File: src/rtl/uart_rx_pkg.sv
// Shared definitions for the UART receive path: controller states and the
// half-bit timing constant that the bit timer also derives its period from.
package uart_rx_pkg;

    // Cycles from start-edge detection to the start-bit mid-point sample.
    localparam int HALF_BIT_DEFAULT = 5;

    typedef enum logic [2:0] {
        IDLE      = 3'd0,
        START_CHK = 3'd1,
        GLITCH    = 3'd2,
        RECEIVE   = 3'd3,
        STOP_CHK  = 3'd4,
        STOP_EVAL = 3'd5,
        LOAD      = 3'd6
    } rx_ctrl_state_t;

    // Width of a counter that must reach half_bit without wrapping.
    function automatic int start_cnt_w(input int half_bit);
        return $clog2(half_bit + 1);
    endfunction

endpackage

File: src/rtl/start_bit_counter.sv
// Clear/enable up-counter with a terminal-count flag. Saturates at TERM so it
// never wraps even if the enable is left high.
module start_bit_counter #(
    parameter int WIDTH = 3,
    parameter int TERM  = 4
) (
    input  logic             clk,
    input  logic             n_rst,
    input  logic             clr,
    input  logic             en,
    output logic [WIDTH-1:0] count,
    output logic             tc
);

    assign tc = (count == WIDTH'(TERM));

    // Clear has priority; increment only while enabled and below terminal.
    always_ff @(posedge clk or negedge n_rst) begin
        if (!n_rst)          count <= '0;
        else if (clr)        count <= '0;
        else if (en && !tc)  count <= count + WIDTH'(1);
    end

endmodule

File: src/rtl/rx_control_unit.sv
// Receive-path sequencer: validates the start bit at mid-bit, runs the bit
// timer over data + stop, strobes the stop-bit checker, then either loads the
// byte into the RX buffer or drops the frame on a framing error.
module rx_control_unit
    import uart_rx_pkg::*;
#(
    parameter int HALF_BIT = HALF_BIT_DEFAULT
) (
    input  logic clk,
    input  logic n_rst,
    input  logic new_packet_detected,
    input  logic serial_in_sync,
    input  logic packet_done,
    input  logic framing_error,
    output logic sbc_clear,
    output logic sbc_enable,
    output logic enable_timer,
    output logic load_buffer,
    output logic start_glitch,
    output logic busy
);

    localparam int CNT_W = start_cnt_w(HALF_BIT);

    rx_ctrl_state_t   state, state_d;
    logic [CNT_W-1:0] start_cnt;
    logic             start_tc;
    logic             cnt_clr;
    logic             cnt_en;

    // Counter only runs in START_CHK; it is zeroed on the terminal cycle so
    // it already reads 0 the moment the FSM leaves START_CHK.
    assign cnt_en  = (state == START_CHK);
    assign cnt_clr = !cnt_en || start_tc;

    start_bit_counter #(
        .WIDTH (CNT_W),
        .TERM  (HALF_BIT - 1)
    ) u_start_cnt (
        .clk   (clk),
        .n_rst (n_rst),
        .clr   (cnt_clr),
        .en    (cnt_en),
        .count (start_cnt),
        .tc    (start_tc)
    );

    // State register.
    always_ff @(posedge clk or negedge n_rst) begin
        if (!n_rst) state <= IDLE;
        else        state <= state_d;
    end

    // Next-state logic and Moore output decode.
    always_comb begin
        state_d      = state;
        sbc_clear    = 1'b0;
        sbc_enable   = 1'b0;
        enable_timer = 1'b0;
        load_buffer  = 1'b0;
        start_glitch = 1'b0;
        busy         = (state != IDLE);
        case (state)
            IDLE: begin
                if (new_packet_detected) state_d = START_CHK;
            end
            START_CHK: begin
                sbc_clear = 1'b1;
                // Line still low at mid-bit means a real start bit.
                if (start_tc) state_d = serial_in_sync ? GLITCH : RECEIVE;
            end
            GLITCH: begin
                start_glitch = 1'b1;
                state_d      = IDLE;
            end
            RECEIVE: begin
                enable_timer = 1'b1;
                if (packet_done) state_d = STOP_CHK;
            end
            STOP_CHK: begin
                sbc_enable = 1'b1;
                state_d    = STOP_EVAL;
            end
            STOP_EVAL: begin
                state_d = framing_error ? IDLE : LOAD;
            end
            LOAD: begin
                load_buffer = 1'b1;
                state_d     = IDLE;
            end
            default: state_d = IDLE;
        endcase
    end

endmodule

File: config.mk
export PLATFORM = sky130hd
export DESIGN_NAME = rx_control_unit
export DESIGN_NICKNAME = d
export VERILOG_FILES = /design/src/rtl/uart_rx_pkg.sv /design/src/rtl/start_bit_counter.sv /design/src/rtl/rx_control_unit.sv
export SDC_FILE = /design/constraint.sdc
export NUM_CORES = 1
export LEC_CHECK = 0
export BUFFER_PORTS_ARGS = -buffer_cell sky130_fd_sc_hd__buf_2
export CAP_MARGIN = 40
export CORE_AREA = 4 4 41 43
export CTS_CLUSTER_SIZE = 12
export DETAILED_ROUTE_END_ITERATION = 6
export DIE_AREA = 0 0 45 47
export PLACE_DENSITY = 0.54
export SETUP_SLACK_MARGIN = 0.5
export SLEW_MARGIN = 20
export SYNTH_ARGS = -nofsm -noshare
export SYNTH_HDL_FRONTEND = slang
export SYNTH_HIERARCHICAL = 1
export SYNTH_SLANG_ARGS = --single-unit
File: constraint.sdc
create_clock -name clk -period 2.85 [get_ports clk]
set_input_delay 0.1425 -clock clk [delete_from_list [all_inputs] [get_ports clk]]
set_output_delay 0.1425 -clock clk [all_outputs]
set_load 0.05 [all_outputs]
# ---- Word-level counts from Yosys, hierarchy flattened
# Cells that the tools add are included.
dict set report word_totals {
  regBits 6
  input_bits 6
  output_inout_bits 6
  elab_cells 34
}
dict set report op_classes {
  n_addsub 1
  n_eq_ne 10
  n_mux 13
  n_reduce_logical 8
}
# operator n
set ops {}
lappend ops {{$mux W3} 6}
lappend ops {{$pmux W3 S5} 1}
lappend ops {{$eq A3 B3 Y1 const B} 4}
lappend ops {{$eq A3 B2 Y1 const B} 2}
lappend ops {{$mux W1} 6}
lappend ops {{$ne A2 B2 Y1 const B} 3}
lappend ops {{$add A3 B1 Y3 const B} 1}
lappend ops {{$eq A3 B1 Y1 const B} 1}
lappend ops {{$logic_not A3 Y1} 1}
lappend ops {{$reduce_and A3 Y1} 1}
lappend ops {{$reduce_bool A3 Y1} 1}
lappend ops {{$logic_not A1 Y1} 2}
lappend ops {{$reduce_bool A2 Y1} 1}
lappend ops {{$logic_and A1 B1 Y1} 1}
lappend ops {{$logic_or A1 B1 Y1} 1}

# ---- Depth between registers and ports, before layout
# Gate-level depths: netlist of the first run.
dict set report depth {
  ltp_word 5
  ltp_mapped 6
  depth_no_buf 6
}

# ---- Hierarchy
# Netlist of the first run, hierarchy kept.
# module n_inst cells_per_inst area_per_inst_um2 seq_area_each_um2
set modules_own_cells {}
lappend modules_own_cells {rx_control_unit 1 25 265.3 75.1}
lappend modules_own_cells {start_bit_counter 1 18 192.7 75.1}

# ---- Least setup slack after synthesis of the first run
# OpenSTA, ideal clock, no wires.
dict set report synth_timing {
  path_type {register to register}
  startpoint {register state[2]}
  endpoint {register u_start_cnt.count[0]}
  arrival_time_ns 1.883
  required_time_ns 2.725
  setup_slack_ns 0.842
  path_stages_with_launch 5
  n_path_buf 1
  period_less_slack_ns 2.008
  path_cell_list {dfrtp_1 -> buf_6 -> nor3b_2 -> a21boi_2 -> mux2_4}
}
dict set report synth_between {
  elab_chain_cells 4
}
# element line_no
set synth_lines {}
lappend synth_lines {{start, declared} rx_control_unit.sv:25} ;# rx_ctrl_state_t state, state_d;
lappend synth_lines {{start signal, assigned} rx_control_unit.sv:51} ;# else state <= state_d;
lappend synth_lines {{$eq A3 B1 Y1 (*)} rx_control_unit.sv:33} ;# assign cnt_en = (state == START_CHK);
lappend synth_lines {{$logic_not A1 Y1} rx_control_unit.sv:34} ;# assign cnt_clr = !cnt_en || start_tc;
lappend synth_lines {{$logic_or A1 B1 Y1} rx_control_unit.sv:34}
lappend synth_lines {{$mux W3 or $reduce_bool A2 Y1 (tied branches)} --}
lappend synth_lines {{end signal, assigned} start_bit_counter.sv:21} ;# else if (en && !tc) count <= count + WIDTH'(1);
lappend synth_lines {{end, declared} start_bit_counter.sv:11} ;# output logic [WIDTH-1:0] count,
# Every way passes the cells marked *; elsewhere a longest branch is shown, timed or not.
# A chain may end at the register's enable or synchronous reset.

# ---- Final worst setup path of the first run
dict set report layout_timing {
  startpoint {register state[0]}
  endpoint {output port sbc_clear}
}
dict set report layout_between {
  elab_chain_cells 2
}
# element line_no
set layout_lines {}
lappend layout_lines {{$eq A3 B1 Y1} rx_control_unit.sv:63} ;# case (state)
lappend layout_lines {{$mux W1} rx_control_unit.sv:63}
lappend layout_lines {{end, declared} rx_control_unit.sv:15} ;# output logic sbc_clear,
# No other way between the ends.

==> results of run 1 <==
-- worst max path at each step --
stage              from                   end  cells after the start  slack (ps)
6_report       state[0]             sbc_clear                      2        1270
5_1_grt        state[0]             sbc_clear                      2        1180
4_1_cts        state[0]             sbc_clear                      2        1260
3_5_place_dp   state[0]  u_start_cnt/count[0]                      3        1290
3_3_place_gp   state[0]  u_start_cnt/count[0]                      3        1340
2_1_floorplan  state[2]  u_start_cnt/count[0]                      4         840
-- critical path, delay by kind of cell, from the launching register on --
family                 cells  cell delay, ps
AND/OR/NAND/NOR            1             350
flip-flops                 1             510
buffers and inverters      1             330
-- synth_stat cells --
master     count
nor3b_2        1
and2_4         1
nor3_1         2
a21boi_2       1
nor3b_1        2
a32o_1         1
nand4bb_1      1
ha_1           2
and4b_1        1
nand2b_4       1
nor2_1         3
buf_6          3
nand2_1        1
nand2b_1       3
and3b_1        2
a21oi_1        1
mux2i_1        1
o31ai_2        1
mux2_4         1
or3_1          1
inv_1          3
or2_1          1
and2_1         1
nor2b_1        1
dfrtp_1        6
o32ai_2        1
-- repair_timing --
action                    4_1_cts  5_1_grt
setup buffers                   0        0
hold endpoints to repair        6        0
hold buffers                    1        0
-- routing by layer --
layer / GRT usage [%] / vias to the layer above / part of all wire [%]
li1: - / 175 / -
met1: 11.40 / 155 / 46
met2: 14.97 / 8 / 46
met3: 2.299 / 2 / 5.6
met4: 8.772 / 0 / 1.4
met5: 0 / - / 0
-- placed cells by master (no fill, tap or decap) --
| master | count |
|---|---|
| a21boi_2 | 1 |
| a21oi_1 | 1 |
| a32o_1 | 1 |
| and2_1 | 1 |
| and2_4 | 1 |
| and3b_1 | 2 |
| and4b_1 | 1 |
| buf_2 | 11 |
| clkbuf_4 | 3 |
| dfrtp_1 | 6 |
| dlygate4sd3_1 | 1 |
| ha_1 | 2 |
| inv_1 | 3 |
| mux2_4 | 1 |
| mux2i_1 | 1 |
| nand2_1 | 1 |
| nand2b_1 | 3 |
| nand2b_4 | 1 |
| nand4bb_1 | 1 |
| nor2_1 | 3 |
| nor2b_1 | 1 |
| nor3_1 | 2 |
| nor3b_1 | 2 |
| nor3b_2 | 1 |
| o31ai_2 | 1 |
| o32ai_2 | 1 |
| or2_1 | 1 |
| or3_1 | 1 |
-- state kept, by name, summed over array words and instances (netlist names) --
signal,count
state,3
u_start_cnt/count,3
-- final cells by class --
class | count | area, um^2
Inverter | 3 | 11.26
Timing Repair Buffer | 12 | 65.06
Clock buffer | 3 | 22.52
Fill cell | 140 | 770.7
Multi-Input combinational cell | 31 | 262.8
Sequential cell | 6 | 150.1
Tap cell | 15 | 18.77
-- logic make-up (layout without fill, tap and decap cells) --
group	count (synthesis)	count (layout)	synth area share, %
AO/OA/AOI/OAI	5	5	12.02
flip-flops	6	6	32.79
buffers and inverters	6	18	9.835
multiplexers	2	2	5.464
adder cells (fa/ha/maj)	2	2	5.464
AND/OR/NAND/NOR	22	22	34.43
-- power breakdown --
group	internal (mW)	switching (mW)	leakage (nW)
registers	0.120	0.0598	0.0779
logic	0.177	0.240	0.169
clock network	0.0476	0.0302	0.0138
total	0.345	0.330	0.261
==> summary.txt, run 1 <==
Status
  – Status: finished, final reports clean

Floorplanning
  – Core Box Area: approximately 0.0013 mm^2
  – Die area: approximately 0.0021 mm^2
  – Initial Util: 35.19%
  – Die Wd: 45 um
  – Row cnt: 13
  – Height of the die: 47 um
  – Ports: 12

STA
  – Unrepaired setup endpoints after global routing: no
  – Max-slew headroom: 79.79%
  – Fmax: 0.6349 GHz
  – Worst-Margin Slew: 303.1 ps
  – Fin. Hold Viols: 0
  – Hold WS: 145.6 ps
  – Fin crit period: 1575 ps
  – Setup TNS Final: 0 ps
  – Setup ws final: 1275 ps
  – Tcrit/Tclk final: 55.26%
  – Layout Skew: 4.889 ps
  – Fin. max-slew vios: 0
  – # setup viols final: 0

Synthesis
  – Synthesis Warnings: 6
  – Post-synth top area share: 32.79%
  – Unique masters post-synth: 26
  – Synth top area cells: dfrtp_1 (33%), buf_6 (7.4%), ha_1 (5.5%)
  – Sequential area share after synthesis: 32.79%
  – Netlist Area Pre-Place: 457.9 um^2
  – Syn_area_per_cell: 10.65 um^2
  – Syn_nets: 51
  – Syn Inst Count: 43
  – Synthesis-stage register bit count: 6
  – Post-synth top area cell: dfrtp_1

Power and ir drop
  – Pwr dens: approximately 1300 mW/mm^2
  – Leakage Power: 0.2607 nW
  – Worst VDD drop: 0.0005997 V
  – Design Power: 675.0 uW

Critical path
  – Crit Path Class: flop to output port
  – Largest stage delay, worst path: 510 ps
  – CP arrival: about 1400 ps
  – CP required: roughly 2700 ps
  – CP max FO: 10
  – CP Cell Sequence: nor3b_2 -> buf_2
  – R2R Path Start: state[0]
  – CP Launch Type: flop
  – Critical path endpoint category: output port
  – Register-to-register setup slack: 1270 ps
  – R2R cell count: 3
  – R2R Path End: u_start_cnt/count[0]
  – Slowest cell on the critical path: dfrtp_1

Clocking
  – Clock tree buffer depth: 2
  – Root Buffer: clkbuf_4
  – CTS Buf Count: 3
  – Clock latency on the worst-skew pair: ~240 ps
  – Htree depth: 1
  – CTS clk-pin slew, worst paths: 50 ps
  – CTS resizes: 0
  – CTS Sinks: 6
  – CTS tree: yes

Finish
  – Post-layout util: between 40 and 50%
  – Layout Area Growth over Synthesis: 15.85%
  – NumNets Final: 65
  – Final Cell Area: roughly 530 um^2
  – Inserted Diodes: 0
  – Final Instance Count excl. Fillers: 70
  – Fraction of layout cells with a size suffix above 1: 38.18%

Placement
  – RePlAce Congestion: roughly 0.70
  – Place WS: 1294 ps
  – Cell Area, Placed: 498.0 um^2
  – Hpwl dp: 646.1 um
  – Placed cells: 66
  – I/O Buffers: 11

Route
  – Total number of vias: 340
  – DRT iter0 DRCs: 1
  – TritonRoute pass-1 iters: 2
  – Antenna-violating nets left: 0
  – Per-cell routed wire length: between 10 and 15 um
  – Residual DRC count: 0
  – Post-DR vias/cell: 4.857
  – WL final: 857 um

Hold path
  – Hold Crit Class: input port to flop
  – Hold Startpoint: new_packet_detected
  – Worst Hold Path Cells: 3
  – Hold endpoint: state[0]

GRT
  – Global-route wire length before repair: 1421 um
  – Largest net degree at the start of global routing: 11
  – Vias in the first global route: 327
  – GRT Total Usage: 9.793%
  – GRT Residual Overflow: 0
  – Initial antenna violation count: 0

Run
  – Max_cap viols: 0
Power figures use the tool's default switching activity.
==> inputs of run 2 (changes only) <==
Settings changed: PLACE_DENSITY 0.54 to 0.56.
Clock period 2.85 ns to 1.35 ns, I/O delays scaled along.
==> run 2 against run 1 <==
  * The flow now finishes with violations (setup timing)
  * Hold slack got worse by 77 ps
  * Sequential power increased by 75%
  * Combinational power increased to 4.6 times the previous value
  * Cell count increased by 27%
  * First-iteration DRC count unchanged
  * Global-route usage increased by 2.7 points
  * Sequential share of layout area decreased by 11 points
  * Final area increased by 61%
  * Routed wire length increased by 41%
==> summary.txt, run 2 (synthesis results as in run 1) <==
Route
  – DRT iter0 DRCs: 1
  – Per-cell routed wire length: 13.57 um
  – WL final: 1208 um
  – Total number of vias: 416
  – Antenna-violating nets left: 0
  – TritonRoute pass-1 iters: 2
  – Post-DR vias/cell: 4.674
  – Residual DRC count: 0

Power and ir drop
  – Sw frac: 41.22%
  – Internal power: 1.399 mW
  – Comb pwr share: 80.1%
  – Clock Power Share: 6.7%
  – Seq pwr share: 13.2%
  – Sw Pwr: 980.9 uW
  – Pwr dens: around 2800 mW/mm^2
  – Worst VDD drop: 0.001373 V
  – Leakage Power: 0.4108 nW

Run
  – Max_cap viols: 0

Hold path
  – Hold Crit Class: input port to flop
  – Hold Startpoint: new_packet_detected

Finish
  – Most frequent cells in the layout: buf_6 (15), buf_4 (8), dfrtp_1 (6)
  – Final Cell Area: between 800 and 900 um^2
  – Final Instance Count excl. Fillers: 89
  – NumNets Final: 84
  – Layout Area Growth over Synthesis: 86.61%
  – Top flop regs: state: 3 flops, u_start_cnt/count: 3 flops
  – # fillers: 111
  – Most common cell after layout, fill and taps aside: buf_6
  – Fraction of layout cells with a size suffix above 1: 71.62%
  – Multi-input logic area: between 300 and 400 um^2
  – Inserted Diodes: 0
  – FF+latch area: 150.1 um^2

STA
  – Max-slew headroom: approximately 87%
  – # setup viols final: 1
  – Fmax: 0.7196 GHz
  – Fin. max-slew vios: 0
  – Tcrit/Tclk final: 102.9%
  – Fin crit period: 1390 ps
  – Setup TNS Final: -39.59 ps
  – Fin. Hold Viols: 0
  – Unrepaired setup endpoints after global routing: yes
  – Setup ws final: -39.59 ps
  – Worst-Margin Slew: between 150 and 200 ps
  – Layout Skew: 2.079 ps

Clocking
  – Clock latency on the worst-skew pair: between 200 and 250 ps
  – CTS Sinks: 6
  – Htree depth: 1
  – CTS clk-pin slew, worst paths: ~40 ps
  – CTS tree: yes
  – Clock tree buffer depth: 2
  – CTS Buf Count: 3
  – Root Buffer: clkbuf_4

GRT
  – Initial antenna violation count: 0
  – Largest net degree at the start of global routing: 7
  – Vias in the first global route: 449
  – GRT Total Usage: 12.48%
  – GRT Residual Overflow: 0
  – Global-route wire length before repair: 1876 um

Status
  – Status: complete, but fails checks
  – Failing checks: setup timing

Floorplanning
  – Die area: approximately 0.0021 mm^2
  – Height of the die: between 40 and 50 um
  – Core Box Area: 0.001301 mm^2
  – Ports: 12
  – Die Wd: 45 um
  – Initial Util: 35.19%
  – Row cnt: 13

Critical path
  – Most frequent CP cell: buf_6
  – Slowest cell on the critical path: dfrtp_1
  – CP Launch Point: state[1]
  – CP bufs+invs: 2
  – Crit path depth: 3
  – CP delay by family, top: flip-flops
  – Largest stage delay, worst path: 410 ps
  – Worst setup endpoint: busy
  – Crit Path Class: flop to output port
  – R2R cell count: 3
  – CP required: 1280 ps
  – R2R Path Start: state[1]
  – Register-to-register setup slack: about 20 ps
  – CP Cell Sequence: buf_6 -> or3_4 -> buf_6
  – CP max FO: 4
  – CP arrival: 1320 ps
  – CP Launch Type: flop
  – R2R Path End: u_start_cnt/count[0]
  – Critical path endpoint category: output port

Placement
  – I/O Buffers: 11
  – RePlAce Congestion: roughly 0.65
  – Placed cells: 76
  – Cell Area, Placed: about 620 um^2
  – Hpwl dp: 712.5 um
==> run 2: cell types whose count changed in the layout (fill, tap and decap cells not counted), moves of 2 or more <==
cell,change
nor3b_1,-2
buf_8,+2
buf_4,+8
nor3_1,-2
inv_1,-3
buf_6,+15
buf_2,-6
inv_2,+2
nor3b_4,+3
==> run 2: layout make-up <==
class | count | share of cell area (%)
Timing Repair Buffer | 31 | 34.41
Inverter | 3 | 1.611
Sequential cell | 6 | 17.57
Multi-Input combinational cell | 31 | 41.58
Clock buffer | 3 | 2.635
Tap cell | 15 | 2.196
==> run 2: repair_timing <==
item	CTS	global route
endpoints found under the setup margin	12	12
resized for setup	31	4
pin swaps	4	2
hold buffers	1	0
setup buffers	8	1
endpoints found under the hold margin	6	0
==> run 2: worst min path at each step <==
stage,end,cells after the start
after floorplan,state[0],0
after global placement,state[2],1
after detailed placement,u_start_cnt/count[2],1
after CTS,state[0],3
after global routing,state[0],3
final,state[0],3
==> run 2: tightest hold or removal path, delay by kind of cell <==
family	cells	cell delay, ps
compound gates	1	80
simple gates	1	30
buf+inv	1	70
==> run 2: per-layer routing <==
| layer | GRT usage (%) | wire length (um) | share of wire [%] | vias to the layer above |
|---|---|---|---|---|
| li1 | - | - | - | 212 |
| met1 | 12.73 | 493 | 41 | 196 |
| met2 | 25.42 | 674 | 56 | 8 |
| met3 | 1.149 | 39 | 3.2 | 0 |
| met4 | 5.263 | 0 | 0 | 0 |
| met5 | 0 | 0 | 0 | - |
==> run 2: per-stage QoR <==
step	worst slack [ps]	hold WS (ps)	power, mW	utilization [%]
floorplan	-424.0	-228.1	1.313	-
global placement	7.448	-98.83	1.600	47.60
detailed placement	24.34	-95.90	1.605	47.60
CTS	-37.92	68.84	2.292	63.46
global route	-78.63	78.66	2.538	65.67
finish	-39.59	68.34	2.380	65.67
==> run 2: power by group through the flow <==
stage,Combinational (mW),Sequential [mW],Clock (mW)
3_5_place_dp,1.30,0.309,0
6_report,1.91,0.315,0.159
5_1_grt,2.04,0.322,0.177
3_3_place_gp,1.29,0.308,0
2_1_floorplan,1.01,0.300,0
4_1_cts,1.81,0.315,0.168
==> inputs of run 3 (changes only) <==
Settings changed: MAX_ROUTING_LAYER set to met4, SETUP_SLACK_MARGIN 0.5 to 0.1.
==> run 3 against run 2 <==
  * Critical endpoint unchanged
  * Routed wire length is 1.7% lower
  * The flow still finishes with violations (setup timing)
  * Critical path depth is the same
  * Core utilization is 2.9 points lower
==> summary.txt, run 3 (synthesis results as in run 1) <==
STA
  – Setup ws final: -54.66 ps
  – Max-slew headroom: 86.94%
  – Fmax: 0.7119 GHz
  – # setup viols final: 2
  – Worst-Margin Slew: 195.9 ps
  – Hold WS: around 56 ps
  – Fin. max-slew vios: 0
  – Unrepaired setup endpoints after global routing: yes
  – Fin. Hold Viols: 0
  – Layout Skew: 11.94 ps
  – Tcrit/Tclk final: 104.0%
  – Fin crit period: 1405 ps

Critical path
  – CP max FO: 5
  – Critical path endpoint category: output port
  – CP required: 1280 ps
  – Crit Path Class: flop to output port
  – CP Launch Type: flop
  – CP arrival: between 1000 and 1500 ps

Route
  – Total number of vias: 421
  – Antenna-violating nets left: 0
  – Per-cell routed wire length: 13.49 um
  – Post-DR vias/cell: 4.784
  – DRT iter0 DRCs: 3
  – WL final: 1187 um
  – TritonRoute pass-1 iters: 4
  – Residual DRC count: 0

Finish
  – Most frequent cells in the layout: buf_6 (12), buf_4 (10), dfrtp_1 (6)
  – Most common cell after layout, fill and taps aside: buf_6
  – NumNets Final: 83
  – # fillers: 114
  – Fraction of layout cells with a size suffix above 1: 67.12%
  – Inserted Diodes: 0
  – Post-layout util: 62.79%
  – Top flop regs: state: 3 flops, u_start_cnt/count: 3 flops
  – Layout Area Growth over Synthesis: 78.42%

GRT
  – Global-route wire length before repair: roughly 1900 um
  – Vias in the first global route: between 400 and 500
  – Initial antenna violation count: 0
  – Most used routing layer: met2
  – Largest net degree at the start of global routing: 10
  – GRT Total Usage: 13.68%
  – Met3 Resource Use GR: 5.747%
  – Met2 Usage GRT: 24.01%
  – GRT Residual Overflow: 0
  – Met1 usage: a little over an eighth

Floorplanning
  – Height of the die: approximately 47 um
  – Ports: 12
  – Die Wd: between 40 and 50 um
  – Core Box Area: about 0.0013 mm^2
  – Die area: about 0.0021 mm^2
  – Row cnt: 13
  – Initial Util: 35.19%

Clocking
  – CTS Sinks: 6
  – CTS Buf Count: 3
  – Htree depth: 1
  – Clock tree buffer depth: 2
  – CTS clk-pin slew, worst paths: 50 ps
  – CTS tree: yes
  – Root Buffer: clkbuf_4
  – Clock latency on the worst-skew pair: approximately 250 ps

Run
  – Max_cap viols: 0

Placement
  – I/O Buffers: 11
  – Hpwl dp: 748.8 um
  – RePlAce Congestion: between 0.7 and 0.8

Power and ir drop
  – Worst VDD drop: 0.001282 V
  – Leakage Power: slightly below 0.4 nW
  – Pwr dens: 2778 mW/mm^2

Hold path
  – Hold Crit Class: input port to flop

Status
  – Failing checks: setup timing
  – Status: complete, but fails checks
run 3: worst paths after layout:
path	startpoint	endpoint	slack [ps]	depth (start not counted)
setup / recovery	state[1]	busy	-50	3
max in group asynchronous	n_rst	u_start_cnt/count[0]	1020	2
hold reg to reg	u_start_cnt/count[1]	u_start_cnt/count[1]	680	3
hold / removal	new_packet_detected	state[0]	60	3
min in group asynchronous	n_rst	state[1]	170	2
setup reg to reg	state[1]	u_start_cnt/count[0]	30	3
run 3: stage by stage:
step	total power [mW]	cells	cell area, um^2	setup WS (ps)	setup TNS (ps)
after global placement	1.498	74	583.1	17.72	0
final	2.269	88	817.0	-54.66	-80.53
after detailed placement	1.506	74	583.1	6.065	0
after floorplan	1.258	43	483.0	-424.0	-1205
after CTS	2.038	84	733.2	-50.83	-50.83
after global routing	2.408	88	817.0	-99.37	-299.3
run 3: cell type report:
| type | instances | area (um^2) | area share (%) |
|---|---|---|---|
| multi-input combinational | 31 | 339.1 | 41.50 |
| timing repair buffer | 30 | 275.3 | 33.69 |
| sequential | 6 | 150.1 | 18.38 |
| clock buffer | 3 | 22.52 | 2.757 |
| tap | 15 | 18.77 | 2.297 |
| inverter | 3 | 11.26 | 1.378 |
run 3: report_power, final:
part           switching (mW)  leakage, nW  internal, mW
registers              0.0657       0.0779         0.254
clock network          0.0701       0.0138         0.101
logic                   0.813        0.297         0.966
run 3: worst max-delay path, stage by stage, from the launching register on:
cell and delay, ps:
dfrtp_1 420, buf_6 150, or3_4 360, buf_6 160
run 3: layer usage:
layer	part of all wire (%)	wire, um
met4	0.84	10
met3	4.8	57
met5	0	0
met1	43	506
met2	52	613
run 3: what timing repair did:
action,CTS,global route
endpoints found under the hold margin,6,0
endpoints found under the setup margin,9,12
hold buffers,1,0
setup buffers,6,4
pin swaps,3,4
gates resized for setup,21,11
